===== config.mk =====
export PLATFORM = sky130hd
export DESIGN_NAME = conv_window_gen
export DESIGN_NICKNAME = d
export VERILOG_FILES = /design/src/rtl/conv_pkg.sv /design/src/rtl/conv_line_buffer.sv /design/src/rtl/conv_window_gen.sv
export SDC_FILE = /design/constraint.sdc
export NUM_CORES = 1
export LEC_CHECK = 0
export ABC_AREA = 1
export BUFFER_PORTS_ARGS = -buffer_cell sky130_fd_sc_hd__clkbuf_2
export CORE_UTILIZATION = 60
export DETAILED_ROUTE_END_ITERATION = 8
export PLACE_DENSITY = 0.8
export SKIP_LAST_GASP = 1
export SYNTH_ARGS = -nofsm -noshare
export SYNTH_HDL_FRONTEND = slang
export SYNTH_SLANG_ARGS = --single-unit

===== constraint.sdc =====
create_clock -name clk -period 7.6 [get_ports clk]
set_input_delay 1.9 -clock clk [delete_from_list [all_inputs] [get_ports clk]]
set_output_delay 1.9 -clock clk [all_outputs]
set_load 0.01 [all_outputs]

===== src/rtl/conv_pkg.sv =====
// Shared definitions for the 3x3 window generator and its line buffers.
package conv_pkg;

   localparam int CONV_DATA_W = 8;
   localparam int CONV_IMG_W  = 8;
   localparam int CONV_IMG_H  = 8;

   // Window geometry: 3x3, row-major.
   localparam int WIN_DIM = 3;
   localparam int WIN_N   = WIN_DIM * WIN_DIM;

   // One full window at the default pixel width, index 0 = top-left.
   typedef logic [CONV_DATA_W-1:0] win_t [WIN_N];

   // Row-major index of window element (r, c), r/c in 0..2.
   function automatic int win_idx(input int r, input int c);
      return r * WIN_DIM + c;
   endfunction

endpackage


===== src/rtl/conv_line_buffer.sv =====
// DEPTH-pixel delay line built as a circular RAM with one shared read/write
// pointer. dout is the pixel written DEPTH shifts ago; it is read before the
// same slot is overwritten on the shift edge.
module conv_line_buffer
   import conv_pkg::*;
#(
   parameter int DEPTH  = CONV_IMG_W,
   parameter int DATA_W = CONV_DATA_W
) (
   input  logic              clk,
   input  logic              rst,
   input  logic              shift_en,
   input  logic [DATA_W-1:0] din,
   output logic [DATA_W-1:0] dout
);

   localparam int AW = (DEPTH > 1) ? $clog2(DEPTH) : 1;
   localparam logic [AW-1:0] PTR_LAST = AW'(DEPTH - 1);

   logic [DATA_W-1:0] mem [DEPTH];
   logic [AW-1:0]     ptr;

   assign dout = mem[ptr];

   // Pointer walks the ring once per shift; contents need no reset.
   always_ff @(posedge clk or posedge rst) begin
      if (rst) begin
         ptr <= '0;
      end else if (shift_en) begin
         if (ptr == PTR_LAST) begin
            ptr <= '0;
         end else begin
            ptr <= ptr + 1'b1;
         end
      end
   end

   // Overwrite the slot just read with the incoming pixel.
   always_ff @(posedge clk) begin
      if (shift_en) begin
         mem[ptr] <= din;
      end
   end

endmodule


===== src/rtl/conv_window_gen.sv =====
// Streaming 3x3 window generator. Buffers two image rows and, for every
// accepted pixel at row >= 2 and col >= 2, registers the 3x3 neighbourhood
// ending at that pixel. Valid/ready on both sides; a held window blocks
// further pixel intake so nothing is lost under backpressure.
module conv_window_gen
   import conv_pkg::*;
#(
   parameter int IMG_W  = CONV_IMG_W,
   parameter int IMG_H  = CONV_IMG_H,
   parameter int DATA_W = CONV_DATA_W
) (
   input  logic              clk,
   input  logic              rst,
   input  logic              pix_valid,
   output logic              pix_ready,
   input  logic [DATA_W-1:0] pix_data,
   output logic              win_valid,
   input  logic              win_ready,
   output logic [DATA_W-1:0] win_p1,
   output logic [DATA_W-1:0] win_p2,
   output logic [DATA_W-1:0] win_p3,
   output logic [DATA_W-1:0] win_p4,
   output logic [DATA_W-1:0] win_p5,
   output logic [DATA_W-1:0] win_p6,
   output logic [DATA_W-1:0] win_p7,
   output logic [DATA_W-1:0] win_p8,
   output logic [DATA_W-1:0] win_p9,
   output logic              win_last
);

   localparam int CW = $clog2(IMG_W);
   localparam int RW = $clog2(IMG_H);

   localparam logic [CW-1:0] COL_LAST  = CW'(IMG_W - 1);
   localparam logic [RW-1:0] ROW_LAST  = RW'(IMG_H - 1);
   localparam logic [CW-1:0] COL_FIRST = CW'(WIN_DIM - 1);
   localparam logic [RW-1:0] ROW_FIRST = RW'(WIN_DIM - 1);

   logic [CW-1:0]     col;
   logic [RW-1:0]     row;
   logic              accept;
   logic              emit;
   logic              frame_end;
   logic [DATA_W-1:0] lb0_out;
   logic [DATA_W-1:0] lb1_out;

   // Right-hand (newest) window column, top to bottom.
   logic [DATA_W-1:0] new_col [WIN_DIM];
   // Two older window columns per window row; [0] is leftmost.
   logic [DATA_W-1:0] hist    [WIN_DIM][2];
   // Window formed by the pixel currently being accepted.
   logic [DATA_W-1:0] win_nx  [WIN_N];
   // Registered window presented downstream.
   logic [DATA_W-1:0] win_q   [WIN_N];

   assign pix_ready = !win_valid || win_ready;
   assign accept    = pix_valid && pix_ready;
   assign emit      = (row >= ROW_FIRST) && (col >= COL_FIRST);
   assign frame_end = (row == ROW_LAST) && (col == COL_LAST);

   assign new_col[0] = lb1_out;
   assign new_col[1] = lb0_out;
   assign new_col[2] = pix_data;

   // LB0 delays by one row: (r-1, c). LB1 chains off it: (r-2, c).
   conv_line_buffer #(
      .DEPTH  (IMG_W),
      .DATA_W (DATA_W)
   ) u_lb0 (
      .clk      (clk),
      .rst      (rst),
      .shift_en (accept),
      .din      (pix_data),
      .dout     (lb0_out)
   );

   conv_line_buffer #(
      .DEPTH  (IMG_W),
      .DATA_W (DATA_W)
   ) u_lb1 (
      .clk      (clk),
      .rst      (rst),
      .shift_en (accept),
      .din      (lb0_out),
      .dout     (lb1_out)
   );

   // Raster position of the next pixel; wraps frame to frame with no gap.
   always_ff @(posedge clk or posedge rst) begin
      if (rst) begin
         col <= '0;
         row <= '0;
      end else if (accept) begin
         if (col == COL_LAST) begin
            col <= '0;
            if (row == ROW_LAST) begin
               row <= '0;
            end else begin
               row <= row + 1'b1;
            end
         end else begin
            col <= col + 1'b1;
         end
      end
   end

   // Assemble the window ending at the incoming pixel.
   always_comb begin
      for (int r = 0; r < WIN_DIM; r++) begin
         win_nx[win_idx(r, 0)] = hist[r][0];
         win_nx[win_idx(r, 1)] = hist[r][1];
         win_nx[win_idx(r, 2)] = new_col[r];
      end
   end

   // Shift the column history left on every accepted pixel.
   always_ff @(posedge clk or posedge rst) begin
      if (rst) begin
         for (int r = 0; r < WIN_DIM; r++) begin
            hist[r][0] <= '0;
            hist[r][1] <= '0;
         end
      end else if (accept) begin
         for (int r = 0; r < WIN_DIM; r++) begin
            hist[r][0] <= hist[r][1];
            hist[r][1] <= new_col[r];
         end
      end
   end

   // Output register and valid/last; an unconsumed window is held.
   always_ff @(posedge clk or posedge rst) begin
      if (rst) begin
         win_valid <= 1'b0;
         win_last  <= 1'b0;
         for (int i = 0; i < WIN_N; i++) begin
            win_q[i] <= '0;
         end
      end else if (accept) begin
         win_valid <= emit;
         win_last  <= emit && frame_end;
         if (emit) begin
            for (int i = 0; i < WIN_N; i++) begin
               win_q[i] <= win_nx[i];
            end
         end
      end else if (win_ready) begin
         win_valid <= 1'b0;
         win_last  <= 1'b0;
      end
   end

   assign win_p1 = win_q[0];
   assign win_p2 = win_q[1];
   assign win_p3 = win_q[2];
   assign win_p4 = win_q[3];
   assign win_p5 = win_q[4];
   assign win_p6 = win_q[5];
   assign win_p7 = win_q[6];
   assign win_p8 = win_q[7];
   assign win_p9 = win_q[8];

endmodule


==> flow_summary_export.csv <==
group,metric,value,unit
synthesis,syn_nets,1111,
synthesis,yosys-top-cells-count,"389 x nand2_1, 173 x inv_1, 134 x dfrtp_1, 128 x edfxtp_1, 93 x o21ai_0",
grt,grt_first_pass_wirelength,36700,um
timing,max_freq,206,MHz
pwr,p_int,3180,uW
setup_path,r2r-start,"win_valid",
pwr,power.switching,1880,uW
detailed_routing,routed-via-count,7442,
pwr,leakagePower,0.00600,uW
finish,drive_gt1_share,12.0,%
grt,grt_usage,26.1,%
grt,antenna_found_initial,0,
finish,nFillCells,1260,
pwr,powerDensity,419,nW/um^2
setup_path,critPathMaxFanout,107,
grt,grt_pass1_vias,7237,
timing,finalSetupTns,0,ns
placed_design,place_area,11300,um^2
setup_path,path_delay_family,"buffers and inverters",
cts,clockRootBuffer,"clkbuf_16",
detailed_routing,post_drt_via_cell_ratio,5.27,
placed_design,numPortBuffers,86,
grt,grt_max_degree,108,
setup_path,cp-end-kind,"register",
synthesis,synthFlopType,"dfrtp_1",
detailed_routing,route.detailed.drc,0,
setup_path,crit_type,"in2reg",
timing,timing.final.max_slew_violations,0,
cts,insertion_delay,0.53,ns
pwr,seqPwrFrac,44.1,%
setup_path,cp_slowest_cell,"inv_2",
hold_path,hold_depth,2,
cts,cts_setup_buffers,0,
finish,nNetsFinal,1188,
floorplanning,dieWidth,136,um
floorplanning,core_area,17400,um^2
setup_path,ff2ff_path_depth,8,
setup_path,reg2reg_setup_slack,3.85,ns
synthesis,synth_area_per_cell,9.88,um^2
run_status,status,"finished clean",
detailed_routing,firstDrtPassIters,5,
pwr,p_comb_share,31.6,%
cts,tritoncts,"built",
floorplanning,ios,87,
synthesis,yosysUniqueCellTypes,23,
finish,multi_input_area,2640,um^2
run,cap_violations,0,
setup_path,slowest_delay,0.95,ns
synthesis,yosysTopAreaCellShare,35.7,%
setup_path,cp-start-kind,"input pin",
setup_path,cp.buffers_inverters,5,
synthesis,syn_inst,1089,
pwr,clkPwrFrac,24.2,%
finish,final_util,69.3,%
cts,cts_resized,0,
timing,period_needed,4.84,ns
placed_design,hpwlAfterDp,14100,um
synthesis,ys_top_cells_by_area,"edfxtp_1 36%, dfrtp_1 31%, nand2_1 14%, inv_1 6.0%, o21ai_0 4.3%",
setup_path,required,8.06,ns
synthesis,synth_area_leader_cell,"edfxtp_1",
setup_path,rr_endpoint,"win_p6[3]",
timing,hold_viol,0,
pwr,vdd_drop_max,0.000261,V
timing,rsz0062_at_grt,"false",
synthesis,synthesis.area,10800,um^2
floorplanning,dieArea,18500,um^2
timing,skew,0.00908,ns
pwr,switching_share,37.1,%
grt,grt_overflow,0,
cts,h-tree-depth,1,
setup_path,crit_top_cell,"inv_2",
finish,stdcell_area,12100,um^2
timing,relSlewSlack,28.1,%
timing,worstMarginPinSlew,1.08,ns
setup_path,critical_path.cell_chain,"clkbuf_2 -> inv_2 -> nand2_2 -> nand2_2 -> buf_4 -> inv_2 -> nand3_4 -> inv_2 -> o21ai_0 -> nand2_1",
hold_path,hold_path_end,"win_p7[1]",
cts,numCtsBuffers,26,
detailed_routing,drt_iter0_drc,649,
synthesis,synth-edff-count,128,
synthesis,synth-seq-cells,262,
cts,clock_path_buffers,3,
finish,synthToLayoutAreaGrowth,12.1,%
synthesis,ys_warn_count,0,
hold_path,hold_path.class,"reg2reg",
floorplanning,rows,48,
setup_path,arrival,5.31,ns
placed_design,place_congestion,0.861,
finish,diodes,0,
cts,cts_hold_buf,0,
timing,fin_crit_sh,63.7,%
cts,clock_sinks,262,
timing,setup-violations-final,0,
cts,path_clk_slew,0.06,ns
detailed_routing,ant_nets,0,
synthesis,yosysSeqAreaShare,66.9,%
synthesis,synthArstFlopShare,51.1,%
floorplanning,start_util,61.8,%
synthesis,synthMostInstantiatedCell,"nand2_1",
hold_path,min_from,"hist[9]",
floorplanning,fp.dieH,136,um
finish,ff_latch_area,7200,um^2
detailed_routing,drt_wl_total,22900,um
detailed_routing,wire_per_inst,16.2,um
==> registers in the layout, indices dropped and copies added, names as in the netlist <==
| signal | flops |
|---|---|
| win_p8 | 8 |
| row | 3 |
| win_last | 1 |
| win_p2 | 8 |
| win_p6 | 8 |
| hist | 48 |
| col | 3 |
| win_p9 | 8 |
| win_p5 | 8 |
| win_p7 | 8 |
| u_lb0.ptr | 3 |
| win_p1 | 8 |
| u_lb1.ptr | 3 |
| win_p3 | 8 |
| win_p4 | 8 |
| u_lb1.mem | 64 |
| u_lb0.mem | 64 |
| win_valid | 1 |
==> through the flow <==
step / worst slack [ns] / hold slack [ns] / power (uW) / cells
6_report: 2.76 / 0.471 / 5060 / 1411
5_1_grt: 2.44 / 0.488 / 5380 / 1411
4_1_cts: 2.79 / 0.472 / 5070 / 1411
3_5_place_dp: 2.30 / 0.455 / 3830 / 1363
3_3_place_gp: 2.44 / 0.449 / 3760 / 1363
2_1_floorplan: 2.12 / 0.442 / 3290 / 1089
==> layout by cell type (no fill, tap or decap), types with 7 or more instances in the layout <==
cell,instances
nand2_1,389
inv_1,172
dfrtp_1,134
edfxtp_1,128
o21ai_0,93
clkbuf_2,86
nand3_1,62
clkbuf_16,27
nor2_1,23
o21ai_1,11
ha_1,10
nand4_1,8
clkbuf_1,7
==> power groups by stage <==
stage | Sequential, uW | Combinational (uW) | Clock, uW
3_3_place_gp | 2240 | 1520 | 0
3_5_place_dp | 2250 | 1580 | 0
2_1_floorplan | 2280 | 1010 | 0
4_1_cts | 2230 | 1600 | 1240
6_report | 2230 | 1600 | 1230
5_1_grt | 2280 | 1800 | 1300
==> worst max path at each step <==
| stage | start | end | slack, ns | depth (start not counted) |
|---|---|---|---|---|
| after floorplan | rst | col[0] | 2.12 | 1 |
| final | win_ready | win_p6[3] | 2.76 | 10 |
| after detailed placement | win_ready | win_p6[3] | 2.30 | 10 |
| after CTS | win_ready | win_p6[0] | 2.79 | 10 |
| after global routing | win_ready | win_p6[3] | 2.44 | 10 |
| after global placement | win_ready | win_p6[3] | 2.44 | 10 |
==> kinds of logic after synthesis <==
| group | after synthesis | share of synthesized area, % |
|---|---|---|
| buffers and inverters | 219 | 8.58 |
| DFF | 262 | 66.9 |
| and+or+nand+nor | 491 | 18.4 |
| adders and majority gates | 10 | 1.16 |
| AOI/OAI and AO/OA | 107 | 5.01 |
==> per-layer routing <==
metal	global-route usage (%)	vias up	wire [um]
li1	-	3575	-
met2	43.1	282	11300
met3	4.21	66	1560
met4	12.3	0	950
met1	33.9	3519	9090
met5	0	-	0
==> area by class of cell <==
cell class	instances	share of cell area, %
Clock buffer	38	6.17
Clock inverter	10	0.581
Inverter	178	5.58
Multi-Input combinational cell	608	21.9
Sequential cell	262	59.6
Tap cell	225	2.33
Timing Repair Buffer	90	3.82
==> worst register-to-register path: stages, from the launching register on <==
cell,delay (ns)
dfrtp_1,0.38
nand2_2,0.09
nand2_2,0.04
buf_4,0.36
inv_2,0.50
nand3_4,0.90
inv_2,1.00
o21ai_0,0.31
nand2_1,0.12
Note: power is estimated with default switching activity, not from simulation.
